File: config.mk
export PLATFORM = sky130hd
export DESIGN_NAME = fft_dif_sequencer
export DESIGN_NICKNAME = d
export VERILOG_FILES = /design/src/rtl/fft_dif_sequencer.sv
export SDC_FILE = /design/constraint.sdc
export NUM_CORES = 1
export LEC_CHECK = 0
export CAP_MARGIN = 40
export CORE_ASPECT_RATIO = 1.75
export CORE_MARGIN = 10
export CORE_UTILIZATION = 30
export DETAILED_ROUTE_END_ITERATION = 10
export SYNTH_ARGS = -nofsm -noshare
export SYNTH_HDL_FRONTEND = slang
export SYNTH_SLANG_ARGS = --single-unit
export TNS_END_PERCENT = 5
File: constraint.sdc
create_clock -name clk -period 4.54 [get_ports clk]
set_clock_uncertainty 0.2 [all_clocks]
set_input_delay 0.454 -clock clk [delete_from_list [all_inputs] [get_ports clk]]
set_output_delay 0.454 -clock clk [all_outputs]
set_load 0.005 [all_outputs]
File: src/rtl/fft_dif_sequencer.sv
// fft_dif_sequencer: radix-2 DIF FFT stage/butterfly sequencer with PIPE-delayed write-back strobes.
// Optional FFT_SEQ_BITREV_UNLOAD_EN adds a bit-reversed unload phase (unload_valid/unload_addr) before Done.
module fft_dif_sequencer #(
    parameter int LOG2N      = 3,
    parameter int RD_LATENCY = 1,
    parameter int BF_LATENCY = 1
) (
    input  logic             clk,
    input  logic             reset,
    input  logic             Start,
    output logic             Done,
    output logic             Busy,
    output logic             rd_en,
    output logic [LOG2N-1:0] rd_addr_a,
    output logic [LOG2N-1:0] rd_addr_b,
    output logic [LOG2N-2:0] tw_index,
    output logic [3:0]       stage_idx,
    output logic             wr_en,
    output logic [LOG2N-1:0] wr_addr_a,
    output logic [LOG2N-1:0] wr_addr_b
`ifdef FFT_SEQ_BITREV_UNLOAD_EN
    ,
    output logic             unload_valid,
    output logic [LOG2N-1:0] unload_addr
`endif
);
    localparam int PIPE = RD_LATENCY + BF_LATENCY;
    localparam int DW = $clog2(PIPE + 1);
    localparam int LW = 2 * LOG2N + 1;
    localparam logic [LOG2N-1:0] LAST_J = LOG2N'((1 << (LOG2N - 1)) - 1);
    localparam logic [DW-1:0] LAST_D = DW'(PIPE - 1);
    localparam logic [3:0] LAST_S = 4'(LOG2N - 1);
    typedef enum logic [2:0] {IDLE, ISSUE, DRAIN, UNLOAD, DONE} state_t;
`ifdef FFT_SEQ_BITREV_UNLOAD_EN
    localparam state_t FINAL = UNLOAD;
`else
    localparam state_t FINAL = DONE;
`endif
    state_t state, state_n;
    logic [LOG2N-1:0] cnt, cnt_n;
    logic [DW-1:0] dcnt, dcnt_n;
    logic [3:0] stage, stage_n;
    logic [LOG2N-1:0] mask, addr_a;
    logic [LW-1:0] dly [PIPE];

    always_ff @(posedge clk) begin
        if (reset) begin
            state <= IDLE;
            cnt   <= '0;
            dcnt  <= '0;
            stage <= '0;
        end else begin
            state <= state_n;
            cnt   <= cnt_n;
            dcnt  <= dcnt_n;
            stage <= stage_n;
        end
    end

    always_comb begin
        state_n = state;
        cnt_n   = cnt;
        dcnt_n  = dcnt;
        stage_n = stage;
        case (state)
            IDLE: begin
                state_n = Start ? ISSUE : IDLE;
                cnt_n   = '0;
                dcnt_n  = '0;
                stage_n = '0;
            end
            ISSUE: begin
                cnt_n   = cnt + 1'b1;
                state_n = (cnt == LAST_J) ? DRAIN : ISSUE;
            end
            DRAIN: begin
                dcnt_n = (dcnt == LAST_D) ? '0 : dcnt + 1'b1;
                if (dcnt == LAST_D) begin
                    cnt_n   = '0;
                    stage_n = stage + 4'd1;
                    state_n = (stage == LAST_S) ? FINAL : ISSUE;
                end
            end
            UNLOAD: begin
                cnt_n   = cnt + 1'b1;
                state_n = (cnt == '1) ? DONE : UNLOAD;
            end
            DONE:    state_n = IDLE;
            default: state_n = IDLE;
        endcase
    end

    // Butterfly j splits into group bits (above mask) and offset k (under mask); a = 2*g*span + k.
    assign mask      = {LOG2N{1'b1}} >> (stage + 4'd1);
    assign addr_a    = ((cnt & ~mask) << 1) | (cnt & mask);
    assign rd_en     = (state == ISSUE);
    assign rd_addr_a = rd_en ? addr_a : '0;
    assign rd_addr_b = rd_en ? addr_a + (mask + 1'b1) : '0;
    assign tw_index  = rd_en ? (LOG2N-1)'((cnt & mask) << stage) : '0;
    assign stage_idx = rd_en ? stage : '0;
    assign Busy      = (state == ISSUE) || (state == DRAIN) || (state == UNLOAD);
    assign Done      = (state == DONE);

    always_ff @(posedge clk) begin
        if (reset) begin
            for (int i = 0; i < PIPE; i++) dly[i] <= '0;
        end else begin
            dly[0] <= {rd_en, rd_addr_a, rd_addr_b};
            for (int i = 1; i < PIPE; i++) dly[i] <= dly[i-1];
        end
    end

    assign {wr_en, wr_addr_a, wr_addr_b} = dly[PIPE-1];

`ifdef FFT_SEQ_BITREV_UNLOAD_EN
    logic [LOG2N-1:0] rev;
    always_comb begin
        rev = '0;
        for (int i = 0; i < LOG2N; i++) rev[i] = cnt[LOG2N-1-i];
    end
    assign unload_valid = (state == UNLOAD);
    assign unload_addr  = unload_valid ? rev : '0;
`endif
endmodule

==> results of run 1 <==
## cell usage after synthesis (all sizes together) (2+ instances only)
cell type  number  area (sq um)
nor4            3          33.8
nand2           6          22.5
inv             7          26.3
or3             3          18.8
dfxtp          26           521
a32oi           2          25.0
buf            10          73.8
nand2b          6          45.0
and3            2          13.8
mux2i           6          60.1
and4            2          21.3
nor2           16          60.1
ha              5          62.6
nor3            6          30.0
and2            7          46.3
nor2b          10          62.6
o21ai           7          35.0
o21a            2          15.0
nand3b          6          45.0
clkbuf          7          38.8
a21oi           9          45.0
## power breakdown
part / internal, mW / leakage (nW) / switching, mW / total (mW)
clock: 0.118 / 0.0357 / 0.0723 / 0.190
sequential: 0.232 / 0.211 / 0.00503 / 0.237
combinational: 0.0162 / 0.416 / 0.0156 / 0.0318
total: 0.366 / 0.663 / 0.0930 / 0.459
## stage by stage
step | util (%) | hold slack (ns)
floorplan | - | 0.214
global placement | 34.9 | 0.218
detailed placement | 34.9 | 0.226
CTS | 36.4 | 0.247
global route | 36.5 | 0.265
finish | 36.5 | 0.242
## path summary, 6_finish.rpt
path / from / end / slack, ns / depth (start not counted)
setup / recovery: stage[1] / rd_addr_b[2] / 0.38 / 9
hold / removal: dly[0][0] / dly[0][7] / 0.24 / 1
setup reg to reg: stage[1] / dly[0][2] / 1.71 / 8
hold reg to reg: dly[0][0] / dly[0][7] / 0.24 / 1
## metal layers
metal / up-vias / wire [microns]
met2: 20 / 1760
li1: 577 / -
met3: 6 / 135
met1: 530 / 1200
met5: - / 0
met4: 0 / 87
## state kept, by name (all words and copies together) (netlist names)
signal and flops:
dcnt 2, cnt 3, stage 4, state 3, dly 14
## kinds of logic (layout without fill, tap and decap cells)
family,Yosys count,in the layout
compound gates,28,28
mux,6,6
flops,26,26
buf+inv,24,35
simple gates,72,72
xor+xnor,2,2
fa+ha+maj,6,6
## cell type report
cell class | instances | share of cell area [%]
multi-input combinational | 114 | 46.1
sequential | 26 | 30.4
timing repair buffer | 24 | 14.0
tap | 52 | 3.79
clock buffer | 3 | 2.41
clock inverter | 1 | 1.75
inverter | 7 | 1.53
## critical path: cells and delay by family, from the launching register on
kind                     cells  cell delay, ns
adder cells (fa/ha/maj)      2            0.86
buffers and inverters        2            0.63
flip-flops                   1            0.54
AND/OR/NAND/NOR              2            0.45
AO/OA/AOI/OAI                1            0.35
XOR/XNOR                     1            0.27
multiplexers                 1            0.13
==> flow_summary.json, run 1 <==
{
  "final_cell_mix": "25 x dfxtp_1, 24 x clkdlybuf4s50_1, 16 x nor2_1",
  "synth_compound_gate_area_share_pct": 13.1,
  "design.die.area_sq_um": 8130,
  "fp.dieH_microns": 112,
  "synthArstFlopShare_pct": 0,
  "drt_iter0_markers": 44,
  "max-slew-margin-rel_pct": 52.0,
  "final_cells": 227,
  "synthCells": 164,
  "syn_nets": 173,
  "viasPerCell": 4.99,
  "dr.pass1.iters": 4,
  "cp_cell_sequence": "ha_1, xor2_1, nor4_4, o32ai_1, inv_1, fa_1, or3_1, mux2i_1, clkdlybuf4s50_1",
  "coreArea_sq_um": 4710,
  "grt_use_met1_pct": 7.24,
  "grt_pass1_wl_microns": 5220,
  "hold_buffers": 0,
  "grt_usage_pct": 7.80,
  "critPathRequiredTime_ns": 3.89,
  "synth_warnings": 0,
  "finalHoldViolCount": 0,
  "tightestPinTransition_ns": 0.718,
  "power.density_nw_per_um2": 267,
  "clkLatencyLatePin_ns": 0.27,
  "crit_path_max_fanout": 11,
  "ios": 25,
  "antenna_found_initial": 0,
  "layout_commonest_cell": "dfxtp_1",
  "path_clk_slew_ns": 0.09,
  "gr-total-overflow": 0,
  "p_total_mw": 0.459,
  "use_met3_pct": 1.76,
  "arrival_ns": 3.51,
  "routed_wl_microns": 3190,
  "portBuffers": 24,
  "rsz0062_at_grt": "false",
  "multiInputGateArea_sq_um": 792,
  "fillers": 504,
  "final_cell_area_sq_um": 1720,
  "cts_tree": "done",
  "fmax_mhz": 240,
  "cts_made_buffers": 3,
  "dp_slack_ns": 0.592,
  "finalCritPeriodShare_pct": 91.7,
  "hp-class": "reg2reg",
  "place_area_sq_um": 1640,
  "gp_congestion": 0.863,
  "cts_root_buf": "clkbuf_8",
  "synth_ff_type": "dfxtp_1",
  "fin_ws_ns": 0.379,
  "syn_area_sq_um": 1450,
  "p_leak_nw": 0.663,
  "avgSynthCellArea_sq_um": 8.85,
  "synth-seq-cells": 26,
  "synth_mux_area_share_pct": 4.14,
  "synth_xor_area_share_pct": 1.21,
  "n_antenna_cell": 0,
  "post_cts_buffers": 0,
  "max_stage_delay_ns": 0.54,
  "clock-sinks": 26,
  "synth_edf_count": 0,
  "register_area_sq_um": 522,
  "dp_hpwl_microns": 2530,
  "setup_tns_ns": 0,
  "grt_pass1_vias": 1122,
  "cts_buffer_depth": 2,
  "cts.htree.levels": 1,
  "dpl.cell_count": 223,
  "postRouteAntennaNets": 0,
  "start_util_pct": 30.8,
  "status": "completed",
  "met2_usage_pct": 14.7,
  "end_kind": "output pin",
  "avgRoutedWirePerCell_microns": 14.1,
  "synthAdderAreaFrac_pct": 5.69,
  "synthSimpleGateAreaFrac_pct": 30.4,
  "crit_path_top_delay_cell": "dfxtp_1",
  "num_vias": 1133,
  "std_cell_rows": 33,
  "maxCapViolCount": 0,
  "nets": 185,
  "grt_max_degree": 20,
  "ir_drop_mv": 0.157,
  "cts_resized": 0,
  "die_w_microns": 72.6,
  "drc_errors": 0,
  "period_needed_ns": 4.16,
  "globalRoute.busiestLayer": "met2",
  "area_delta_synth_final_pct": 18.3,
  "final_max_slew_viol_count": 0,
  "synth.distinct_cells": 47,
  "finalSetupViolations": 0,
  "synth-seq-area-share_pct": 35.9,
  "critPathKind": "reg2out",
  "synth_top_family_by_area": "simple AND/OR/NAND/NOR gates",
  "start_kind": "flop",
  "drive_gt1_share_pct": 9.71
}
Note: power is estimated with default switching activity, not from simulation.
==> run 2, diff against run 1 <==
==> constraint.sdc (replaced) <==
create_clock -name clk -period 4.2 [get_ports clk]
set_clock_uncertainty 0.2 [all_clocks]
set_input_delay 0.42 -clock clk [delete_from_list [all_inputs] [get_ports clk]]
set_output_delay 0.42 -clock clk [all_outputs]
set_load 0.005 [all_outputs]
==> flow_summary.json, run 2 (same netlist as run 1, synthesis figures left out) <==
{
  "max_stage_delay_ns": 0.52,
  "p_int_mw": 0.395,
  "pwr-share-seq_pct": 51.5,
  "hp-start": "dly[0][0]",
  "top_register": "dly",
  "path_clk_slew_ns": 0.08,
  "r2r_setup_slack_ns": 1.58,
  "drt_iter0_markers": 40,
  "p_sw_mw": 0.101,
  "combPwrFrac_pct": 6.9,
  "n_antenna_cell": 0,
  "max-slew-margin-rel_pct": 52.0,
  "dp_hpwl_microns": 2570,
  "grt_pass1_wl_microns": 5280,
  "fmax_mhz": 255,
  "ios": 25,
  "tightestPinTransition_ns": 0.717,
  "rsz0062_at_grt": "false",
  "portBuffers": 24,
  "crit_path_max_fanout": 13,
  "gr-total-overflow": 0,
  "reg2reg_to": "dly[0][2]",
  "cts_tree": "done",
  "start_util_pct": 30.8,
  "reg2regPathDepth": 9,
  "area_delta_synth_final_pct": 19.2,
  "cts_root_buf": "clkbuf_8",
  "avgRoutedWirePerCell_microns": 14.4,
  "crit_path_top_delay_cell": "clkdlybuf4s50_1",
  "cts_buffer_depth": 2,
  "multiInputGateArea_sq_um": 802,
  "design.die.area_sq_um": 8130,
  "critPathRequiredTime_ns": 3.58,
  "power_frac_clock_pct": 41.6,
  "p_leak_nw": 0.664,
  "dp_slack_ns": 0.254,
  "clkLatencyLatePin_ns": 0.27,
  "critPathKind": "reg2out",
  "period_needed_ns": 3.93,
  "end_kind": "output pin",
  "grt_max_degree": 20,
  "arrival_ns": 3.31,
  "grt_usage_pct": 7.89,
  "finalSetupViolations": 0,
  "cts_made_buffers": 3,
  "drive_gt1_share_pct": 11.4,
  "status": "completed",
  "p_total_mw": 0.495,
  "final_cell_mix": "24 x dfxtp_1, 24 x clkdlybuf4s50_1, 16 x nor2_1",
  "drc_errors": 0,
  "viasPerCell": 5.08,
  "ir_drop_mv": 0.208,
  "utilization_pct": 36.8,
  "min_to": "dly[0][7]",
  "final_cell_area_sq_um": 1730,
  "start_kind": "flop",
  "antenna_found_initial": 0,
  "largest_reg_flops": 14,
  "swShare_pct": 20.3,
  "hp-class": "reg2reg",
  "fin_ws_ns": 0.274,
  "grt_pass1_vias": 1130,
  "cp_cell_sequence": "inv_1, ha_1, nor2_1, nor4_4, o32ai_2, inv_1, fa_1, or3_1, mux2i_1, clkdlybuf4s50_1",
  "maxCapViolCount": 0,
  "finalHoldViolCount": 0,
  "postRouteAntennaNets": 0,
  "die_w_microns": 72.6,
  "place_area_sq_um": 1640,
  "hold_depth": 1,
  "top_regs": "dly (14), stage (4)",
  "power.density_nw_per_um2": 286,
  "routed_wl_microns": 3260,
  "coreArea_sq_um": 4710,
  "cts.htree.levels": 1,
  "hold_buffers": 0,
  "fp.dieH_microns": 112,
  "num_vias": 1153,
  "gp_congestion": 0.864,
  "final_max_slew_viol_count": 0,
  "cp_common_cell": "inv_1",
  "r2r-start": "stage[0]",
  "setup_tns_ns": 0,
  "critPathLaunch": "stage[0]",
  "fillers": 499,
  "finalCritPeriodShare_pct": 93.5,
  "nets": 185,
  "clock-sinks": 26,
  "dr.pass1.iters": 7,
  "std_cell_rows": 33,
  "register_area_sq_um": 526
}
run 2: per-layer routing:
| layer | vias up | global-route usage [%] | share of wire, % |
|---|---|---|---|
| li1 | 582 | - | - |
| met1 | 539 | 7.03 | 36 |
| met2 | 24 | 15.2 | 56 |
| met3 | 8 | 1.41 | 4.7 |
| met4 | 0 | 4.83 | 3.3 |
| met5 | - | 0 | 0 |
run 2: power groups by stage:
stage / Clock (mW) / Combinational [mW] / Sequential, mW
6_report: 0.206 / 0.0344 / 0.255
3_5_place_dp: 0 / 0.0349 / 0.262
3_3_place_gp: 0 / 0.0346 / 0.262
5_1_grt: 0.218 / 0.0381 / 0.256
2_1_floorplan: 0 / 0.0221 / 0.259
4_1_cts: 0.211 / 0.0349 / 0.256
run 2: worst max-delay path by stage:
stage                         endpoint  slack (ns)
final                     rd_addr_b[2]        0.27
after global routing      rd_addr_b[2]        0.06
after CTS                 rd_addr_b[2]        0.07
after detailed placement  rd_addr_b[2]        0.25
after global placement    rd_addr_b[2]        0.35
after floorplan           rd_addr_b[2]        1.10
run 2: layout make-up:
| class | count | share of cell area (%) |
|---|---|---|
| inverter | 7 | 1.52 |
| clock buffer | 3 | 2.39 |
| timing repair buffer | 24 | 13.9 |
| tap | 52 | 3.76 |
| sequential | 26 | 30.4 |
| multi-input combinational | 114 | 46.3 |
| clock inverter | 1 | 1.74 |
run 2: critical path, delay by kind of cell (launching register included):
family / cells / cell delay, ns
compound gates: 1 / 0.26
fa+ha+maj: 2 / 0.85
buf+inv: 3 / 0.71
flops: 1 / 0.42
mux: 1 / 0.14
simple gates: 3 / 0.65
run 2: timing repair:
item	4_1_cts	5_1_grt
buffers inserted	0	0
endpoints found under the setup margin	1	1
endpoints found under the hold margin	0	0
resized for setup	1	4
run 2: per-stage QoR:
step / hold slack [ns] / std cells
global route: 0.263 / 227
CTS: 0.248 / 227
floorplan: 0.214 / 164
finish: 0.242 / 227
detailed placement: 0.226 / 223
global placement: 0.218 / 223
